==> src/rtl/pwm_sample_averager.sv <==
// Sliding-window average of 8-bit PWM ADC samples over 2^LOG2_N entries, output at raw x16 scale.
// Optional macro PWM_AVG_WARMUP_EN holds off avg_valid until the window has filled once.
module pwm_sample_averager #(
  parameter int LOG2_N = 4
) (
  input  logic        clk,
  input  logic        reset,
  input  logic        raw_valid,
  input  logic [7:0]  raw_data,
  input  logic        flush,
  output logic [11:0] pwm_averaged,
  output logic        avg_valid,
  output logic        window_full
);

  localparam int N     = 1 << LOG2_N;
  localparam int SUM_W = 8 + LOG2_N;
  localparam logic [LOG2_N:0]   CNT_FULL = {1'b1, {LOG2_N{1'b0}}};
  localparam logic [LOG2_N:0]   CNT_ONE  = (LOG2_N + 1)'(1);
  localparam logic [LOG2_N-1:0] PTR_ONE  = LOG2_N'(1);

  typedef enum logic [1:0] {EMPTY, FILLING, FULL} fill_state_t;

  fill_state_t       r_state, w_stateNext;
  logic [7:0]        r_buf [N];
  logic [LOG2_N-1:0] r_wrPtr;
  logic [SUM_W-1:0]  r_sum;
  logic [LOG2_N:0]   r_count, w_countNext;
  logic              r_pending;
  logic [11:0]       r_avg;
  logic              r_avgValid;

  logic              w_accept;
  logic [7:0]        w_old;
  logic [SUM_W-1:0]  w_sumNext;
  logic [11:0]       w_avgNext;
  logic              w_emit;

  assign w_accept  = raw_valid & ~flush;
  assign w_old     = r_buf[r_wrPtr];
  assign w_sumNext = r_sum + SUM_W'(raw_data) - SUM_W'(w_old);
  // Upper bits of the shifted sum are always zero, so truncation is lossless.
  assign w_avgNext = 12'({r_sum, 4'b0000} >> LOG2_N);

`ifdef PWM_AVG_WARMUP_EN
  assign w_emit = r_pending & (r_state == FULL);
`else
  assign w_emit = r_pending;
`endif

  always_comb begin
    w_countNext = r_count;
    w_stateNext = r_state;
    if (flush) begin
      w_countNext = '0;
      w_stateNext = EMPTY;
    end else if (raw_valid) begin
      if (r_count != CNT_FULL) w_countNext = r_count + CNT_ONE;
      w_stateNext = (w_countNext == CNT_FULL) ? FULL : FILLING;
    end
  end

  always_ff @(posedge clk or posedge reset) begin
    if (reset) begin
      r_state   <= EMPTY;
      r_count   <= '0;
      r_wrPtr   <= '0;
      r_sum     <= '0;
      r_pending <= 1'b0;
      for (int i = 0; i < N; i++) r_buf[i] <= '0;
    end else begin
      r_state   <= w_stateNext;
      r_count   <= w_countNext;
      r_pending <= w_accept;
      if (flush) begin
        r_wrPtr <= '0;
        r_sum   <= '0;
        for (int i = 0; i < N; i++) r_buf[i] <= '0;
      end else if (raw_valid) begin
        r_buf[r_wrPtr] <= raw_data;
        r_wrPtr        <= r_wrPtr + PTR_ONE;
        r_sum          <= w_sumNext;
      end
    end
  end

  // Output stage sees the sum one edge after acceptance; flush never touches the held result.
  always_ff @(posedge clk or posedge reset) begin
    if (reset) begin
      r_avg      <= '0;
      r_avgValid <= 1'b0;
    end else begin
      r_avgValid <= w_emit;
      if (r_pending) r_avg <= w_avgNext;
    end
  end

  assign pwm_averaged = r_avg;
  assign avg_valid    = r_avgValid;
  assign window_full  = (r_state == FULL);

endmodule

==> config.mk <==
export PLATFORM = sky130hd
export DESIGN_NAME = pwm_sample_averager
export DESIGN_NICKNAME = d
export VERILOG_FILES = /design/src/rtl/pwm_sample_averager.sv
export SDC_FILE = /design/constraint.sdc
export NUM_CORES = 1
export LEC_CHECK = 0
export BUFFER_PORTS_ARGS = -buffer_cell sky130_fd_sc_hd__buf_2
export CAP_MARGIN = 20
export CORE_ASPECT_RATIO = 1.25
export CORE_MARGIN = 1.5
export CORE_UTILIZATION = 23
export DETAILED_ROUTE_END_ITERATION = 12
export SLEW_MARGIN = 20
export SYNTH_ARGS = -nofsm -noshare
export SYNTH_HDL_FRONTEND = slang
export SYNTH_SLANG_ARGS = --single-unit
==> constraint.sdc <==
create_clock -name clk -period 10.5 [get_ports clk]
set_clock_uncertainty 0.15 [all_clocks]
set_input_delay 1.575 -clock clk [delete_from_list [all_inputs] [get_ports clk]]
set_output_delay 1.575 -clock clk [all_outputs]
set_load 0.005 [all_outputs]
# Word-level counts from Yosys, hierarchy flattened

Cells that the tools add are included.

Input bits: 12
Word-level logic and storage cells: 57
Register bits: 165
Output and inout bits: 14

$add $sub $neg: 4
Eq/ne operators: 3
Reduce and logical (&&, ||, !) cells: 2
Magnitude comparators: 2
Bitwise gates (word level): 3
Mux-type cells: 20

Operator list:

| cell                                                     | number |
|---|---|
| two-way mux 128 bit                                      | 2 |
| bitwise mux 128 bit                                      | 1 |
| binary-select mux 8 bit (select 4 bit)                   | 1 |
| demux 8 bit (select 4 bit)                               | 1 |
| two-way mux 5 bit                                        | 5 |
| two-way mux 12 bit                                       | 2 |
| two-way mux 8 bit                                        | 3 |
| adder 12 x 8 -> 12 bit                                   | 1 |
| subtractor 12 x 8 -> 12 bit                              | 1 |
| two-way mux 4 bit                                        | 2 |
| two-way mux 2 bit                                        | 3 |
| adder 5 x 1 -> 5 bit, second input constant              | 1 |
| == test 5 bit, second input constant                     | 1 |
| greater-or-equal comparator 5 bit, second input constant | 1 |
| < comparator 5 x 1 -> 1 bit, second input constant       | 1 |
| != test 5 bit, second input constant                     | 1 |
| inverter 4 -> 5 bit                                      | 1 |
| adder 4 x 1 -> 4 bit, second input constant              | 1 |
| == test 2 bit, second input constant                     | 1 |
| nonzero test 2 bit                                       | 1 |
| AND 1 bit                                                | 1 |
| logical AND 1 bit                                        | 1 |
| inverter 1 bit                                           | 1 |

# Depth between registers and ports, before layout

Word-level depth: 8
Gate-level depth with buffers: 14
Depth with buffers taken out: 12

# Least setup slack after synthesis

OpenSTA, ideal clock, no wires.

Path type: input-to-reg
Start point: input raw_data[2]
End point: register r_sum[10]
Path buffers: 2
Data required time: 10.228 ns
Stages on the path: 11
Slack: 6.039 ns
Arrival: 4.190 ns
Setup time: 0.122 ns
Path through: clkbuf_1 -> clkbuf_1 -> inv_1 -> fa_1 -> inv_1 -> ha_1 -> nor2b_1 -> o31a_1 -> o21a_1 -> or3_1 -> a32o_1

Longest elaborated chain between the ends: 4

Ends and longest elaborated chain:

| element                     | RTL line | source |
|---|---|---|
| from (decl)                 | 9        | `input logic [7:0] raw_data,` |
| adder 12 x 8 -> 12 bit      | 41       | `assign w_sumNext = r_sum + SUM_W'(raw_data) - SUM_W'(w_old);` |
| subtractor 12 x 8 -> 12 bit | 41       |  |
| two-way mux 12 bit          | 79       | `end else if (raw_valid) begin` |
| two-way mux 12 bit          | 75       | `if (flush) begin` |
| to (signal assigned)        | 82       | `r_sum <= w_sumNext;` |
| to (decl)                   | 27       | `logic [SUM_W-1:0] r_sum;` |

No other way between the ends. The select of a mux whose other input is x is not followed.
A chain may end at the register's enable or synchronous reset.

# Worst setup path in the final report

Start point: register r_wrPtr[0]
End point: register r_sum[7]

Longest elaborated chain between the ends: 7

Ends and longest elaborated chain:

| element                                               | RTL line | source |
|---|---|---|
| from (decl)                                           | 26       | `logic [LOG2_N-1:0] r_wrPtr;` |
| from (signal assigned)                                | 81       | `r_wrPtr <= r_wrPtr + PTR_ONE;` |
| inverter 4 -> 5 bit (implied by the code)             | 40       | `assign w_old = r_buf[r_wrPtr];` |
| binary-select mux 8 bit (select 4 bit)                | 40       |  |
| two-way mux 8 bit (implied by the code) (2 in series) | 40       |  |
| subtractor 12 x 8 -> 12 bit                           | 41       |  |
| two-way mux 12 bit                                    | 79       |  |
| two-way mux 12 bit                                    | 75       |  |

No other way between the ends. The select of a mux whose other input is x is not followed.

==> impl_summary.txt <==
----------------------------------------------------
[Outcome]
  Status ... finished, final reports clean

[Cells and area]
  Post-route cell area ... just under 10000 µm²
  Fraction of layout cells with a size suffix above 1 ... 11.10%
  Core occupancy in the finished layout ... 26.30%
  Diode insertion count for antenna repair ... 0
  Area growth from synthesis to final layout ... 13.42%
  Layout net count ... 926

[CTS]
  Clock edge transition at the registers on the reported setup and hold paths ... 0.07 ns
  CTS Root Cell ... sky130_fd_sc_hd__clkbuf_16
  CTS tree ... yes
  Number of sinks driven by the clock tree ... 165
  Buffer depth of the longest clock path ... 2
  Post-cts sizing count ... 0
  Insertion delay of the later-clocked pin in the worst-skew pair ... between 0.4 and 0.5 ns
  Clock buffers created by TritonCTS ... 17
  Number of buffers inserted by hold repair at cts ... 0
  H-tree levels ... 4
  Post-CTS setup buffer count ... 0

[Timing]
  Final-report setup violation count ... 0
  Final cycle utilization of the critical path ... 43.20%
  Accumulated negative setup slack ... 0 ns
  Fmax ... 220.5 MHz
  Setup WS post-layout ... 5.964 ns
  Setup repair after global routing missed its margin ... no
  Hold WS ... 0.3528 ns
  Slew @ Worst Pin ... about 1 ns
  Fin. max-slew vios ... 0
  Worst slew margin relative to its limit ... 33.52%
  Period minus WS final ... 4.536 ns
  Number of hold violations in the final report ... 0

[Pwr]
  Fraction of power consumed by sequential logic ... 41.4%
  Maximum VDD drop ... 0.1142 mV
  Switch Pwr ... 0.5354 mW
  Total power density per cell area ... 176.2 nW/µm²
  Static Leakage ... 4.110 nW
  Internal power consumption ... between 1 and 1.5 mW
  Fraction of power spent switching nets ... about 31%
  Share of power burned in the clock network ... a little over a third
  Fraction of power consumed by combinational cells ... 22.5%

[Floorplan]
  Total die area ... 38540 µm²
  Area of the core region ... ~37000 µm²
  Die boundary height ... roughly 220 µm
  Die Span X ... between 150 and 200 µm
  Number of placement rows ... 79
  Effective utilization at floorplan ... 23.19%
  Number of top-level pins ... 26

[Global route]
  Vias in the first global route ... between 6000 and 7000
  Total gr overflow ... 0
  Maximum number of pins on one net before global-route repair ... 107
  All-layer global routing usage ... 12.33%
  Global-route wire length before repair ... around 37 mm
  Number of antenna violations at the first check in global routing ... 0

[Logic synthesis]
  Number of synthesized register bits ... 165
  Mapped Cells ... between 800 and 900
  Synth Net Count ... 926
  Cell types occupying the most area after synthesis ... sky130_fd_sc_hd__dfrtp_1 (48%), sky130_fd_sc_hd__nand2_1 (12%), sky130_fd_sc_hd__a21oi_1 (8.3%)
  Mean area per synthesized cell ... 9.678 µm²
  Yosys warning count ... 0
  Synth cell count leaders ... sky130_fd_sc_hd__nand2_1 (276), sky130_fd_sc_hd__dfrtp_1 (165), sky130_fd_sc_hd__a21oi_1 (142)
  Cell variety after synth ... 46
  Cell with the most instances after synthesis ... sky130_fd_sc_hd__nand2_1
  Post-synth ARST share ... 100.0%
  Number of synthesized flops with an enable pin ... 0
  Biggest area consumer among synthesized cells ... sky130_fd_sc_hd__dfrtp_1
  Top_reg_cell synth ... sky130_fd_sc_hd__dfrtp_1
  Proportion of netlist area held by the largest area contributor ... 48.04%
  Proportion of synthesized chip area in sequential cells ... 48.04%
  Area of the mapped netlist ... 8594 µm²

[Route]
  DRC Markers ... 0
  First-pass iteration count of the detailed router ... 5
  Vias after detailed routing ... roughly 6600
  Via/cell ratio ... 4.740
  Final wirelength ... roughly 23 mm
  Wirelength per Cell ... around 17 µm
  Iter 0 DRT Violations ... roughly 530
  Remaining number of nets flagged by the antenna check after routing ... 0

[Min path]
  Type of the tightest min-delay check ... flop to flop

[Placement]
  Detailed placement HPWL ... about 15 mm
  DP Worst Slack ... a little under 6 ns
  Number of I/O port buffers ... 25
  Final GP Congestion ... approximately 0.80
  Area of placed instances ... 9159 µm²

[Job]
  Max-cap violations ... 0

[Worst setup path]
  Critical path cell sequence ... buf_4, mux4_1, mux4_2, fa_1, inv_1, ha_1, a211oi_1, o21ai_1, a31oi_1, nor3_1, a311o_1
  Maximum fanout along the worst path ... 31
  Critical path class ... flop to flop
  Cell at the slowest stage of the critical path ... sky130_fd_sc_hd__mux4_1
  Required time of the worst setup path ... around 11 ns
  Worst path max stage delay ... about 0.63 ns
  Worst Setup Start Kind ... flop
  Worst Setup End Kind ... flop
  Data arrival time at the worst-slack endpoint ... roughly 4.7 ns

----------------------------------------------------
==> sequential cells by signal, indices dropped and copies added, names as in the netlist <==
register	cells
avg_valid	1
r_sum	12
pwm_averaged	12
r_pending	1
r_wrPtr	4
r_state	2
r_count	5
r_buf	128
==> cells by family (layout without fill, tap and decap cells) <==
kind of cell / Yosys count / count (layout) / share of synthesized area [%]
xor+xnor: 12 / 12 / 1.223
fa+ha+maj: 26 / 26 / 4.484
compound gates: 169 / 169 / 10.58
simple gates: 363 / 363 / 17.40
flops: 165 / 165 / 48.04
mux: 58 / 58 / 13.67
buf+inv: 95 / 108 / 4.600
==> stage by stage <==
step,cells,power (mW)
3_5_place_dp,1355,1.108
6_report,1387,1.718
3_3_place_gp,1355,1.102
5_1_grt,1387,1.810
2_1_floorplan,888,1.003
4_1_cts,1387,1.730
==> path summary, 6_finish.rpt <==
path,start,to,slack [ns],cells after the start
max,r_wrPtr[0],r_sum[7],5.96,11
min,pwm_averaged[11],pwm_averaged[11],0.35,1
max reg2reg,r_wrPtr[0],r_sum[7],5.96,11
min reg2reg,pwm_averaged[11],pwm_averaged[11],0.35,1
max in group asynchronous,reset,r_wrPtr[0],7.60,3
min in group asynchronous,reset,r_count[4],1.21,2
==> layout make-up <==
cell class	count	area [µm²]
sequential	165	4130
fill	3891	27320
tap	486	608.1
clock inverter	12	118.9
timing repair buffer	32	183.9
clock buffer	20	466.7
inverter	44	170.2
multi-input combinational	628	4070
==> cell usage in the layout, fill, tap and decap left out, types with 3 or more instances in the layout <==
cell,Yosys,routed
sky130_fd_sc_hd__buf_2,7,24
sky130_fd_sc_hd__nor3_1,4,4
sky130_fd_sc_hd__ha_1,18,18
sky130_fd_sc_hd__o21ai_0,7,7
sky130_fd_sc_hd__mux2_2,12,12
sky130_fd_sc_hd__o211ai_1,3,3
sky130_fd_sc_hd__a21oi_1,142,142
sky130_fd_sc_hd__nor2_1,30,30
sky130_fd_sc_hd__nand2_1,276,276
sky130_fd_sc_hd__inv_1,43,42
sky130_fd_sc_hd__nor2b_1,6,6
sky130_fd_sc_hd__mux2i_1,6,6
sky130_fd_sc_hd__clkinv_4,0,5
sky130_fd_sc_hd__fa_1,8,8
sky130_fd_sc_hd__xor2_1,6,6
sky130_fd_sc_hd__nand4_1,12,12
sky130_fd_sc_hd__buf_4,0,7
sky130_fd_sc_hd__clkbuf_16,0,17
sky130_fd_sc_hd__nand3_1,21,21
sky130_fd_sc_hd__mux4_2,19,19
sky130_fd_sc_hd__mux4_1,21,21
sky130_fd_sc_hd__inv_6,0,5
sky130_fd_sc_hd__clkbuf_8,0,3
sky130_fd_sc_hd__dfrtp_1,165,164
sky130_fd_sc_hd__xnor2_1,6,6
==> power groups by stage <==
stage                     Clock [mW]  Combinational (mW)  Sequential, mW
after floorplan                    0               0.291           0.712
after global placement             0               0.379           0.723
after detailed placement           0               0.385           0.723
after CTS                      0.631               0.387           0.712
after global routing           0.659               0.434           0.717
final                          0.621               0.386           0.711
==> routing by layer <==
layer | track usage, % | up-vias | routed length (µm)
li1 | - | 3041 | -
met1 | 15.70 | 3292 | 9820
met3 | 1.958 | 35 | 1080
met4 | 5.157 | 0 | 572
met5 | 0 | - | 0
met2 | 20.71 | 206 | 11450
==> critical path, delay by kind of cell (launching register included) <==
family,cells,cell delay [ns]
adders and majority gates,2,0.85
muxes,2,1.12
buffers and inverters,2,0.56
DFF,1,0.51
and+or+nand+nor,1,0.08
AOI/OAI and AO/OA,4,1.12
Note: power is estimated with default switching activity, not from simulation.
